<file path="src/rtl/cvt21_cxu_pkg.sv">
// Shared constants and width helpers for the CXU-L1 to CXU-L2 adapter.
//   CXU_STATUS_W / CXU_STATUS_*  : response status encoding
//   cxu_w()         : index width for an N-entry range (never below 1 bit)
//   cxu_pos()       : width that may legally be 0, clamped to 1 bit
//   cxu_cnt_w()     : width of a counter holding 0..n
//   cxu_fifo_size() : smallest power of 2 that is >= latency (minimum 1)
package cvt21_cxu_pkg;

  localparam int CXU_STATUS_W = 3;
  localparam logic [CXU_STATUS_W-1:0] CXU_STATUS_SUCCESS = 3'd0;
  localparam logic [CXU_STATUS_W-1:0] CXU_STATUS_ERROR   = 3'd1;

  function automatic int cxu_w(input int n);
    return (n > 1) ? $clog2(n) : 1;
  endfunction

  function automatic int cxu_pos(input int n);
    return (n > 0) ? n : 1;
  endfunction

  function automatic int cxu_cnt_w(input int n);
    return (n > 0) ? $clog2(n + 1) : 1;
  endfunction

  function automatic int cxu_fifo_size(input int lat);
    int s;
    s = 1;
    while (s < lat) s = s * 2;
    return s;
  endfunction

endpackage

</file>
<file path="src/rtl/cvt21_cxu_queue.sv">
// Synchronous FIFO without fall-through: a push becomes visible at head the
// cycle after it is written. Push while full and pop while empty are ignored.
//   clk, rst_n       : clock, synchronous active-low reset
//   push, push_data  : write strobe and data
//   pop              : remove the head entry
//   head             : oldest entry (registered storage, valid when !empty)
//   full, empty      : occupancy flags
module cvt21_cxu_queue
  import cvt21_cxu_pkg::*;
#(
  parameter int W     = 8,
  parameter int DEPTH = 2
) (
  input  logic         clk,
  input  logic         rst_n,
  input  logic         push,
  input  logic [W-1:0] push_data,
  input  logic         pop,
  output logic [W-1:0] head,
  output logic         full,
  output logic         empty
);

  localparam int PW = cxu_w(DEPTH);
  localparam int CW = cxu_cnt_w(DEPTH);

  logic [W-1:0]  mem_q [DEPTH];
  logic [W-1:0]  mem_d [DEPTH];
  logic [PW-1:0] rd_q, rd_d, wr_q, wr_d;
  logic [CW-1:0] cnt_q, cnt_d;
  logic          do_push, do_pop;

  // Explicit wrap so a depth of 1 still works with a 1-bit pointer.
  function automatic logic [PW-1:0] ptr_inc(input logic [PW-1:0] p);
    return (p == PW'(DEPTH - 1)) ? '0 : p + PW'(1);
  endfunction

  assign full    = (cnt_q == CW'(DEPTH));
  assign empty   = (cnt_q == '0);
  assign do_push = push && !full;
  assign do_pop  = pop && !empty;
  assign head    = mem_q[rd_q];

  always_comb begin
    mem_d = mem_q;
    rd_d  = rd_q;
    wr_d  = wr_q;
    cnt_d = cnt_q + CW'(do_push) - CW'(do_pop);
    if (do_push) begin
      mem_d[wr_q] = push_data;
      wr_d        = ptr_inc(wr_q);
    end
    if (do_pop) rd_d = ptr_inc(rd_q);
  end

  always_ff @(posedge clk) begin
    if (!rst_n) begin
      mem_q <= '{default: '0};
      rd_q  <= '0;
      wr_q  <= '0;
      cnt_q <= '0;
    end else begin
      mem_q <= mem_d;
      rd_q  <= rd_d;
      wr_q  <= wr_d;
      cnt_q <= cnt_d;
    end
  end

endmodule

</file>
<file path="src/rtl/cvt21_cxu.sv">
// CXU-L1 fixed-latency responder in front of a CXU-L2 target. Every accepted
// L1 request is answered exactly CXU_LATENCY enabled cycles later, with the
// target's response if it is already queued, otherwise ERROR/0. Responses
// owed for missed deadlines are discarded when they finally arrive.
//   clk, rst_n, clk_en            : clock, sync active-low reset, clock enable
//   req_*                         : L1 request (no ready, never stalled)
//   resp_*                        : L1 response, from flops through one mux
//   t_req_* / t_req_ready         : L2 request to the target
//   t_resp_* / t_resp_ready       : L2 response from the target
// The target is assumed to share clk_en: handshakes only count when enabled.
module cvt21_cxu
  import cvt21_cxu_pkg::*;
#(
  parameter int CXU_N_CXUS    = 1,
  parameter int CXU_N_STATES  = 1,
  parameter int CXU_LATENCY   = 1,
  parameter int CXU_FUNC_ID_W = 10,
  parameter int CXU_DATA_W    = 32,
  parameter int CXU_INSN_W    = 0,
  parameter int CXU_FIFO_SIZE = cxu_fifo_size(CXU_LATENCY)
) (
  input  logic                             clk,
  input  logic                             rst_n,
  input  logic                             clk_en,
  input  logic                             req_valid,
  input  logic [cxu_w(CXU_N_CXUS)-1:0]     req_cxu,
  input  logic [cxu_w(CXU_N_STATES)-1:0]   req_state,
  input  logic [CXU_FUNC_ID_W-1:0]         req_func,
  input  logic [CXU_DATA_W-1:0]            req_data0,
  input  logic [CXU_DATA_W-1:0]            req_data1,
  output logic                             resp_valid,
  output logic [CXU_STATUS_W-1:0]          resp_status,
  output logic [CXU_DATA_W-1:0]            resp_data,
  output logic                             t_req_valid,
  input  logic                             t_req_ready,
  output logic [cxu_w(CXU_N_CXUS)-1:0]     t_req_cxu,
  output logic [cxu_w(CXU_N_STATES)-1:0]   t_req_state,
  output logic [CXU_FUNC_ID_W-1:0]         t_req_func,
  output logic [cxu_pos(CXU_INSN_W)-1:0]   t_req_insn,
  output logic [CXU_DATA_W-1:0]            t_req_data0,
  output logic [CXU_DATA_W-1:0]            t_req_data1,
  input  logic                             t_resp_valid,
  output logic                             t_resp_ready,
  input  logic [CXU_STATUS_W-1:0]          t_resp_status,
  input  logic [CXU_DATA_W-1:0]            t_resp_data
);

  localparam int CXW    = cxu_w(CXU_N_CXUS);
  localparam int STW    = cxu_w(CXU_N_STATES);
  localparam int REQ_W  = CXU_FUNC_ID_W + STW + CXW + 2 * CXU_DATA_W;
  localparam int RSP_W  = CXU_STATUS_W + CXU_DATA_W;
  localparam int OWED_W = cxu_cnt_w(2 * CXU_FIFO_SIZE);

  if (CXU_LATENCY < 1) begin : g_chk_lat
    $error("cvt21_cxu: CXU_LATENCY must be at least 1");
  end
  if (((CXU_FIFO_SIZE & (CXU_FIFO_SIZE - 1)) != 0) || (CXU_FIFO_SIZE < CXU_LATENCY)) begin : g_chk_fifo
    $error("cvt21_cxu: CXU_FIFO_SIZE must be a power of 2 and >= CXU_LATENCY");
  end

  logic             rq_full, rq_empty, rq_push, rq_pop;
  logic [REQ_W-1:0] rq_head;
  logic             rs_full, rs_empty, rs_push, rs_pop;
  logic [RSP_W-1:0] rs_head;

  logic                   accept, refused;
  logic [CXU_LATENCY-1:0] dl_valid_q, dl_valid_d, dl_refused_q, dl_refused_d;
  logic                   tap_valid, tap_refused;
  logic                   miss, tresp_hs, discard;
  logic [OWED_W-1:0]      owed_q, owed_d;

  assign accept  = req_valid && clk_en;
  assign refused = rq_full;
  assign rq_push = accept && !rq_full;
  assign rq_pop  = clk_en && !rq_empty && t_req_ready;

  cvt21_cxu_queue #(.W(REQ_W), .DEPTH(CXU_FIFO_SIZE)) u_req_q (
    .clk       (clk),
    .rst_n     (rst_n),
    .push      (rq_push),
    .push_data ({req_func, req_state, req_cxu, req_data0, req_data1}),
    .pop       (rq_pop),
    .head      (rq_head),
    .full      (rq_full),
    .empty     (rq_empty)
  );

  assign t_req_valid = !rq_empty;
  assign t_req_insn  = '0;
  assign {t_req_func, t_req_state, t_req_cxu, t_req_data0, t_req_data1} = rq_head;

  assign tap_valid   = dl_valid_q[CXU_LATENCY-1];
  assign tap_refused = dl_refused_q[CXU_LATENCY-1];
  assign rs_pop      = clk_en && tap_valid && !tap_refused && !rs_empty;
  assign miss        = clk_en && tap_valid && !tap_refused && rs_empty;

  // A response landing in the same cycle as its own miss must be dropped too,
  // otherwise the response queue would hold an answer nobody waits for.
  assign t_resp_ready = !rs_full;
  assign tresp_hs     = clk_en && t_resp_valid && !rs_full;
  assign discard      = tresp_hs && ((owed_q != '0) || miss);
  assign rs_push      = tresp_hs && !discard;

  cvt21_cxu_queue #(.W(RSP_W), .DEPTH(CXU_FIFO_SIZE)) u_rsp_q (
    .clk       (clk),
    .rst_n     (rst_n),
    .push      (rs_push),
    .push_data ({t_resp_status, t_resp_data}),
    .pop       (rs_pop),
    .head      (rs_head),
    .full      (rs_full),
    .empty     (rs_empty)
  );

  always_comb begin
    dl_valid_d   = dl_valid_q;
    dl_refused_d = dl_refused_q;
    owed_d       = owed_q;
    if (clk_en) begin
      for (int i = CXU_LATENCY - 1; i > 0; i--) begin
        dl_valid_d[i]   = dl_valid_q[i-1];
        dl_refused_d[i] = dl_refused_q[i-1];
      end
      dl_valid_d[0]   = accept;
      dl_refused_d[0] = accept && refused;
    end
    // discard without owed can only coincide with miss, so the two cancel
    if (miss && !discard)      owed_d = owed_q + OWED_W'(1);
    else if (discard && !miss) owed_d = owed_q - OWED_W'(1);
  end

  always_comb begin
    resp_valid  = tap_valid;
    resp_status = '0;
    resp_data   = '0;
    if (tap_valid) begin
      if (!tap_refused && !rs_empty) {resp_status, resp_data} = rs_head;
      else                           resp_status = CXU_STATUS_ERROR;
    end
  end

  always_ff @(posedge clk) begin
    if (!rst_n) begin
      dl_valid_q   <= '0;
      dl_refused_q <= '0;
      owed_q       <= '0;
    end else begin
      dl_valid_q   <= dl_valid_d;
      dl_refused_q <= dl_refused_d;
      owed_q       <= owed_d;
    end
  end

endmodule

</file>
<file path="config.mk">
export PLATFORM = sky130hd
export DESIGN_NAME = cvt21_cxu
export DESIGN_NICKNAME = d
export VERILOG_FILES = /design/src/rtl/cvt21_cxu_pkg.sv /design/src/rtl/cvt21_cxu_queue.sv /design/src/rtl/cvt21_cxu.sv
export SDC_FILE = /design/constraint.sdc
export NUM_CORES = 1
export LEC_CHECK = 0
export ABC_AREA = 1
export CORE_MARGIN = 2
export CORE_UTILIZATION = 40
export CTS_BUF_LIST = sky130_fd_sc_hd__clkbuf_8
export CTS_CLUSTER_SIZE = 25
export DETAILED_ROUTE_END_ITERATION = 7
export PLACE_DENSITY_LB_ADDON = 0.2
export SYNTH_ARGS = -nofsm -noshare
export SYNTH_HDL_FRONTEND = slang
export SYNTH_HIERARCHICAL = 1
export SYNTH_SLANG_ARGS = --single-unit
</file>
<file path="constraint.sdc">
create_clock -name clk -period 1.89 [get_ports clk]
set_clock_uncertainty 0.2 [all_clocks]
set_input_delay 0.378 -clock clk [delete_from_list [all_inputs] [get_ports clk]]
set_output_delay 0.378 -clock clk [all_outputs]
set_load 0.01 [all_outputs]
</file>
**Yosys cells after proc, flatten, opt, wreduce, memory -nomap -nowiden**

Cells that the tools add are included.
Widths: inputs -> output; s select.

- Bits in registers: 121
- Bits of input ports: 117
- Word-level logic and storage cells: 74

- $add $sub $neg: 10
- Order comparisons: 6
- Mux-type cells: 16
- Bitwise operators: 1
- Reductions and logical operators: 30

Operator list:

| operator | count |
|---|---|
| $mux 76 | 2 |
| $bwmux 76 | 1 |
| $mux 35 | 2 |
| $mux 32 | 2 |
| $bwmux 35 | 1 |
| $logic_and 1x1->1 | 22 |
| $mux 3 | 2 |
| $logic_not 1->1 | 5 |
| $add 1x1->1 const B | 4 |
| $lt 1x1->1 const B | 4 |
| $mux 1 | 4 |
| $mux 2 | 2 |
| $reduce_bool 2->1 | 2 |
| $add 1x1->1 | 2 |
| $add 2x1->2 const B | 1 |
| $ge 1x1->1 const B | 2 |
| $sub 1x1->1 | 2 |
| $sub 2x1->2 const B | 1 |
| $logic_or 1x1->1 | 1 |
| $not 1->1 | 1 |

**Logic depth before layout (Yosys ltp)**

Gate-level depths: netlist of run 1.

- Depth after elaboration: 10
- Depth in mapped cells: 13
- Depth with buffers taken out: 10

**Hierarchy**

Netlist of run 1, hierarchy kept.

By module, submodules not included:

| module | instances | cells each | area each (um^2) |
|---|---|---|---|
| cvt21_cxu_queue at u_req_q | 1 | 498 | 3,283.1 |
| cvt21_cxu_queue at u_rsp_q | 1 | 232 | 1,546.5 |
| cvt21_cxu | 1 | 123 | 574.3 |

**Worst setup path before layout of run 1**

Ideal clock, no wire load.

- Kind: register to register
- Start: register u_rsp_q.cnt_q, in the netlist u_rsp_q/full
- End: register u_rsp_q/mem_q[32] (netlist bit)
- Data arrival time: 1,677 ps
- Path slack: -51 ps
- Stages on the path, launching flop included: 14
- Clock period less this slack: 1,941 ps
- Path through: dfxtp_1 inv_2 buf_2 inv_1 nor2_1 nand2_1 nand3_1 nor2_1 buf_4 inv_2 nor2_4 buf_6 nor2_1 nor2_1

- Word-level cells in the longest chain between the ends: 7
- Elaborated cells between the ends (all ways): 9
- Classes of those cells: bitwise: 1; reduce/logical: 8

Ends and longest elaborated chain:

| element | RTL line | RTL |
|---|---|---|
| from (decl) | cvt21_cxu_queue.sv:30 | `logic [CW-1:0] cnt_q, cnt_d;` |
| from (signal assigned) | cvt21_cxu_queue.sv:66 | `cnt_q <= cnt_d;` |
| $not 1->1 | cvt21_cxu_queue.sv:39 | `assign empty = (cnt_q == '0);` |
| named net rs_empty | cvt21_cxu.sv:63 | `logic rs_full, rs_empty, rs_push, rs_pop;` |
| $logic_and 1x1->1 | cvt21_cxu.sv:95 | `assign miss = clk_en && tap_valid && !tap_refused && rs_empty;` |
| $logic_or 1x1->1 | cvt21_cxu.sv:101 | `assign discard = tresp_hs && ((owed_q != '0) \|\| miss);` |
| $logic_and 1x1->1 | cvt21_cxu.sv:101 |  |
| $logic_not 1->1 | cvt21_cxu.sv:102 | `assign rs_push = tresp_hs && !discard;` |
| $logic_and 1x1->1 | cvt21_cxu.sv:102 |  |
| named net rs_push | cvt21_cxu.sv:63 |  |
| $logic_and 1x1->1 | cvt21_cxu_queue.sv:40 | `assign do_push = push && !full;` |
| to (signal assigned) | cvt21_cxu_queue.sv:63 | `mem_q <= mem_d;` |
| to (decl) | cvt21_cxu_queue.sv:27 | `logic [W-1:0] mem_q [DEPTH];` |

The timed path passes the listed nets, and every way through them passes these cells.
A chain may end at the register's enable or synchronous reset.

**Worst setup path after layout of run 1**

- Start: register u_rsp_q.cnt_q, in the netlist u_rsp_q/full
- End: output resp_status[0]

- Word-level cells in the longest chain between the ends: 3

Ends and longest elaborated chain:

| element | RTL line | RTL |
|---|---|---|
| $logic_and 1x1->1 | cvt21_cxu.sv:137 | `if (!tap_refused && !rs_empty) {resp_status, resp_data} = rs_head;` |
| $mux 3 | cvt21_cxu.sv:137 |  |
| $mux 3 | cvt21_cxu.sv:136 | `if (tap_valid) begin` |
| to (decl) | cvt21_cxu.sv:32 | `output logic [CXU_STATUS_W-1:0] resp_status,` |

Every way passes these cells.

==> out/metrics.yaml, run 1 <==
status:
  status: "complete, but fails checks"
  violations: "negative setup slack"
floorplan:
  die_w_um: 120
  die_area_um2: 14500
  start_util_pct: 40.8
  core-area_um2: 13200
  die_y_um: 120
  ios: 232
  rows: 42
global_route:
  grt_pass1_vias: 4982
  grt_max_degree: 79
  antenna_found_initial: 0
  grt_usage_pct: 20.5
  overflow: 0
  grt_pass1_wl_mm: 23.7
placement:
  place_inst: 1231
  gp_congestion: 0.823
  placed_area_um2: 7940
  io_buffers: 230
  dp_worst_setup_slack_ns: -0.414
  hpwl_mm: 9.98
synth:
  synth_edf_count: 0
  ys_warn_count: 6
  synth.area.top_cells: "dfxtp_1, nor2_1, inv_1"
  synthTopCellsByCount: "nor2_1, inv_1, nand2_1, dfxtp_1, nand3_1"
  synthArstFlopShare_pct: 0
  avgSynthCellArea_um2: 6.34
  netlist_instances: 853
  yosys_register_bits: 117
  yosysUniqueCellTypes: 21
  yosysTopAreaCellShare_pct: 43.3
  yosysTopAreaCell: "dfxtp_1"
  synth_most_common_cell: "nor2_1"
  synth_ff_type: "dfxtp_1"
  synth.net_count: 970
  seq_area_frac_synth_pct: 43.3
  syn_area_um2: 5400
timing:
  hold_violations: 0
  fmax_ghz: 0.501
  rsz0062_at_grt: "true"
  whs_ns: 0.0918
  fin_crit_sh_pct: 106
  slew_viol_final: 0
  final-setup-viol-count: 35
  fin_ws_ns: -0.107
  tns_ns: -2.46
  min_period_ns: 2.00
worst_setup_path:
  end_kind: "primary output"
  crit_required_ns: 1.31
  arrival_ns: 1.42
  cp_max_fo: 11
  critPathKind: "reg -> out"
  startpoint_type: "flop"
  reg2reg_depth: 12
clock_network:
  clk_pin_slew_ns: 0.07
  cts-root-buf: "clkbuf_8"
  clk_path_buf_depth: 2
  insertion_delay_ns: 0.44
  htreeDepth: 4
  cts_hold_buf: 0
  cts_sinks: 117
  cts_tree: "built"
  numCtsBuffers: 17
layout:
  insertedDiodeCount: 0
  final_layout_size_suffix_gt1_share_pct: 11.1
  fin_util_pct: 61.7
  n_fill_cell: 1336
  instances_no_fill: 1265
  postLayoutCellArea_um2: 8170
  syn_to_final_growth_pct: 51.1
  final_nets: 1193
routing:
  via_count: 5555
  firstDrtPassIters: 5
  drc_errors: 0
  final_antenna_net_count: 0
  via_per_inst: 4.39
  drt-total-wl_mm: 15.0
  wl_per_cell_um: 11.9
  drtIter0Drc: 307
worst_hold_path:
  hold_path.class: "in -> reg"
  hold_depth: 3
power_and_ir_drop:
  p_leak_nw: 4.25
  power_mw: 6.21
  vdd.ir_drop.worst_v: 0.000519
  powerDensity_nw_per_um2: 760
flow_run:
  max_cap_violations: 0
==> power breakdown <==
| group | leakage (nW) | internal [mW] | switching (mW) |
|---|---|---|---|
| Combinational | 3.08 | 0.621 | 0.641 |
| Clock | 0.205 | 1.21 | 0.987 |
| Sequential | 0.962 | 2.66 | 0.0901 |
| Total | 4.25 | 4.49 | 1.72 |
==> cell usage in the layout (no fill, tap or decap), types with 2 or more instances in the layout <==
cell type / count
nor2_4: 9
buf_6: 3
nor2_2: 11
nand2_1: 128
nor2_1: 250
buf_4: 15
clkdlybuf4s50_1: 114
bufinv_16: 2
a21oi_1: 2
clkbuf_8: 19
inv_2: 4
nand3_2: 2
buf_2: 33
inv_1: 158
buf_12: 10
dlygate4sd2_1: 77
clkinvlp_4: 2
dfxtp_1: 116
clkinv_2: 6
nand3_1: 115
==> worst max-delay path: stages, from the launching register on <==
cell	delay [ns]
dfxtp_2	0.34
inv_2	0.05
buf_4	0.17
o31a_1	0.27
buf_2	0.15
==> kinds of logic (layout without fill, tap and decap cells) <==
kind of cell,count (synthesis),in the layout,synth area share (%)
flops,117,117,43.3
buf+inv,212,448,16.5
other cells,1,1,0.0694
compound gates,5,5,0.625
simple gates,518,518,39.4
==> path summary, 6_finish.rpt <==
| kind | startpoint | endpoint | slack, ns |
|---|---|---|---|
| worst max-delay path | u_rsp_q/full$_SDFF_PN0_ | resp_status[0] | -0.11 |
| worst min-delay path | rst_n | u_req_q/mem_q[49]$_SDFFE_PN0P_ | 0.09 |
| worst max register to register | u_rsp_q/full$_SDFF_PN0_ | u_rsp_q/mem_q[7]$_SDFFE_PN0P_ | 0.09 |
| worst min register to register | u_req_q/mem_q[61]$_SDFFE_PN0P_ | u_req_q/mem_q[61]$_SDFFE_PN0P_ | 0.28 |
==> metal layers <==
metal | GRT usage, % | wire, um
met1 | 24.6 | 6420
met2 | 33.3 | 7070
met3 | 7.55 | 1240
met4 | 8.07 | 266
met5 | 0 | 0
==> sequential cells by signal, summed over array words and instances, names as in the netlist <==
signal,flops
u_req_q/full,1
owed_q,2
u_req_q/mem_q,76
u_rsp_q/mem_q,35
resp_valid,1
u_rsp_q/full,1
dl_refused_q,1
==> final cells by class <==
class                   instances  area [um2]  area share, %
clock inverters                13         116           1.42
clock buffers                  19         262           3.20
well taps                     176         220           2.70
flip-flops and latches        117        2340           28.7
multi-input cells             524        2250           27.5
inverters                     160         601           7.35
repair buffers                256        2380           29.1
==> what timing repair did <==
| item | in CTS | in global routing |
|---|---|---|
| gates cloned | 0 | 1 |
| hold endpoints to repair | 0 | 0 |
| pin swaps | 0 | 1 |
| gates resized for setup | 232 | 18 |
| setup buffers | 0 | 1 |
| setup endpoints to repair | 114 | 74 |
(Power assumes the default switching activity.)
==> inputs of run 2 (changes only) <==
--- a/constraint.sdc
+++ b/constraint.sdc
@@ -3,3 +3,3 @@
 set_input_delay 0.378 -clock clk [delete_from_list [all_inputs] [get_ports clk]]
 set_output_delay 0.378 -clock clk [all_outputs]
-set_load 0.01 [all_outputs]
+set_load 0.05 [all_outputs]
==> out/metrics.yaml, run 2 (same netlist as run 1, synthesis figures left out) <==
status:
  status: "complete, but fails checks"  # unchanged
  violations: "negative setup slack"  # unchanged
floorplan:
  ios: 232  # unchanged
  die_w_um: 120  # unchanged
  core-area_um2: 13200  # unchanged
  die_area_um2: 14500  # unchanged
  start_util_pct: 40.8  # unchanged
  rows: 42  # unchanged
  die_y_um: 120  # unchanged
placement:
  gp_congestion: 0.760  # was 0.823
  placed_area_um2: 8370  # was 7940 um2
  io_buffers: 230  # unchanged
  dp_worst_setup_slack_ns: -0.379  # was -0.414 ns
  hpwl_mm: 10.6  # was 9.98 mm
layout:
  n_fill_cell: 1086  # was 1336
  postLayoutCellArea_um2: 9280  # was 8170 um2
  top_register: "u_req_q/mem_q"  # unchanged
  insertedDiodeCount: 0  # unchanged
  final_common_cell: "nor2_1"  # unchanged
  final_cell_mix: "nor2_1, inv_1, nand2_1, nand3_1, clkdlybuf4s50_1"  # was nor2_1, inv_1, nand2_1, dfxtp_1, nand3_1
  syn_to_final_growth_pct: 71.7  # was 51.1%
  final_layout_size_suffix_gt1_share_pct: 24.6  # was 11.1%
  reg.largest.list: "u_req_q/mem_q (76), u_rsp_q/mem_q (35), owed_q (2)"  # unchanged
  final_nets: 1212  # was 1193
  largest_reg_flops: 76  # unchanged
  fin_util_pct: 70.1  # was 61.7%
worst_setup_path:
  path_buf_inv: 3  # unchanged
  reg2reg_from: "u_rsp_q/full$_SDFF_PN0_"  # unchanged
  slowest_delay_ns: 0.37  # was 0.34 ns
  reg2reg_depth: 14  # was 12
  cp_max_fo: 6  # was 11
  critPathSlowestCell: "dfxtp_4"  # was dfxtp_2
  critPathMostFrequentCell: "nor2_4"
  timing.rr.end: "u_rsp_q/mem_q[14]$_SDFFE_PN0P_"  # was u_rsp_q/mem_q[7]$_SDFFE_PN0P_
  startpoint_type: "flop"  # unchanged
  critPathKind: "reg -> out"  # unchanged
  crit_chain: "inv_6 > nor2_4 > nand2_8 > clkbuf_16 > nor2_4 > buf_12"  # was inv_2 > buf_4 > o31a_1 > buf_2
  crit_required_ns: 1.31  # about the same
  arrival_ns: 1.56  # was 1.42 ns
  end_kind: "primary output"  # unchanged
  cp_top_family: "buffers and inverters"  # unchanged
  reg2reg_slack_ns: -0.16  # was 0.09 ns
clock_network:
  cts_hold_buf: 0  # unchanged
  cts-root-buf: "clkbuf_8"  # unchanged
  clk_pin_slew_ns: 0.07  # about the same
  clk_path_buf_depth: 2  # unchanged
  insertion_delay_ns: 0.43  # was 0.44 ns
  cts_sinks: 117  # unchanged
  cts_tree: "built"  # unchanged
  htreeDepth: 4  # unchanged
  numCtsBuffers: 17  # unchanged
flow_run:
  max_cap_violations: 0  # unchanged
power_and_ir_drop:
  powerDensity_nw_per_um2: 770  # was 760 nW/um2
  vdd.ir_drop.worst_v: 0.000499  # was 0.000519 V
  p_leak_nw: 4.39  # was 4.25 nW
timing:
  final-setup-viol-count: 67  # was 35
  fin_crit_sh_pct: 113  # was 106%
  fin_ws_ns: -0.250  # was -0.107 ns
  hold_violations: 0  # unchanged
  whs_ns: 0.130  # was 0.0918 ns
  slew_viol_final: 0  # unchanged
  min_period_ns: 2.14  # was 2.00 ns
  rsz0062_at_grt: "true"  # unchanged
  fmax_ghz: 0.467  # was 0.501 GHz
worst_hold_path:
  hold_depth: 3  # unchanged
  hold_path.class: "in -> reg"  # unchanged
  whs_endpoint: "u_req_q/mem_q[67]$_SDFFE_PN0P_"  # was u_req_q/mem_q[49]$_SDFFE_PN0P_
  worstHoldStart: "rst_n"  # unchanged
routing:
  drc_errors: 0  # unchanged
  final_antenna_net_count: 0  # unchanged
  drt-total-wl_mm: 16.6  # was 15.0 mm
  drtIter0Drc: 347  # was 307
  via_per_inst: 4.54  # was 4.39
  via_count: 5828  # was 5555
  wl_per_cell_um: 13.0  # was 11.9 um
  firstDrtPassIters: 4  # was 5
global_route:
  overflow: 0  # unchanged
  grt_usage_pct: 21.9  # was 20.5%
  grt_max_degree: 51  # was 79
  antenna_found_initial: 0  # unchanged
  grt_pass1_wl_mm: 25.3  # was 23.7 mm
  grt_pass1_vias: 5287  # was 4982
## run 2: cell count changes in the layout (fill, tap and decap cells not counted), sizes merged
| cell | change |
|---|---|
| clkdlybuf4s15 | -1 |
| bufinv | +1 |
| buf | +93 |
| clkbuf | +7 |
| clkinvlp | -1 |
| inv | -2 |
| dlygate4sd2 | -77 |
| clkinv | -1 |
## run 2: final cells by class
class | count | area (um2) | share of cell area [%]
Inverter | 160 | 606 | 6.53
Multi-Input combinational cell | 524 | 2530 | 27.3
Timing Repair Buffer | 275 | 3140 | 33.8
Sequential cell | 117 | 2350 | 25.3
Clock buffer | 22 | 303 | 3.26
Clock inverter | 10 | 126 | 1.36
Tap cell | 176 | 220 | 2.37
## run 2: repair_timing
item | CTS | global route
resized for setup | 16 | 41
endpoints found under the setup margin | 36 | 111
cloned | 2 | 8
buffers inserted | 4 | 6
pin swaps | 2 | 43
## run 2: how the worst max path moves through the flow
| stage | startpoint | end | slack [ns] | depth (start not counted) |
|---|---|---|---|---|
| finish | u_rsp_q/full$_SDFF_PN0_ | resp_data[15] | -0.25 | 6 |
| global route | u_rsp_q/full$_SDFF_PN0_ | resp_data[30] | -0.34 | 6 |
| floorplan | u_rsp_q/full$_SDFF_PN0_ | resp_data[0] | 0.01 | 6 |
| detailed placement | clk_en | u_req_q/mem_q[30]$_SDFFE_PN0P_ | -0.38 | 8 |
| global placement | clk_en | u_rsp_q/mem_q[15]$_SDFFE_PN0P_ | -0.34 | 9 |
| CTS | u_rsp_q/full$_SDFF_PN0_ | resp_data[10] | -0.28 | 6 |
## run 2: where the power goes
part	internal (mW)	switching (mW)	total (mW)	leakage, nW
logic	0.775	1.12	1.89	3.20
registers	2.66	0.118	2.78	0.963
clock network	1.46	1.00	2.47	0.226
## run 2: metrics by stage
stage	instances	setup TNS (ns)	total power, mW
2_1_floorplan	853	0	3.93
3_3_place_gp	1233	-34.32	4.56
3_5_place_dp	1233	-38.37	4.58
4_1_cts	1271	-8.36	7.08
5_1_grt	1284	-17.75	7.49
6_report	1284	-11.60	7.14
## run 2: worst reg2reg max path, cell delays in order, from the launching register on
cell and delay (ns):
dfxtp_4 0.37, inv_6 0.04, buf_4 0.13, buf_6 0.12, inv_1 0.04, nor2_1 0.04
nand2_1 0.12, nand3_2 0.12, nor2_4 0.18, inv_2 0.06, nor2_4 0.14, buf_12 0.15
clkbuf_16 0.16, nor2_2 0.04, nor2_1 0.08
## run 2: layer usage
layer  track usage, %  wire (um)  vias to the layer above
li1                 -          -                     2986
met1             26.4       6910                     2618
met2             36.0       8080                      201
met3             7.50       1330                       23
met4             8.43        319                        0
met5                0          0                        -
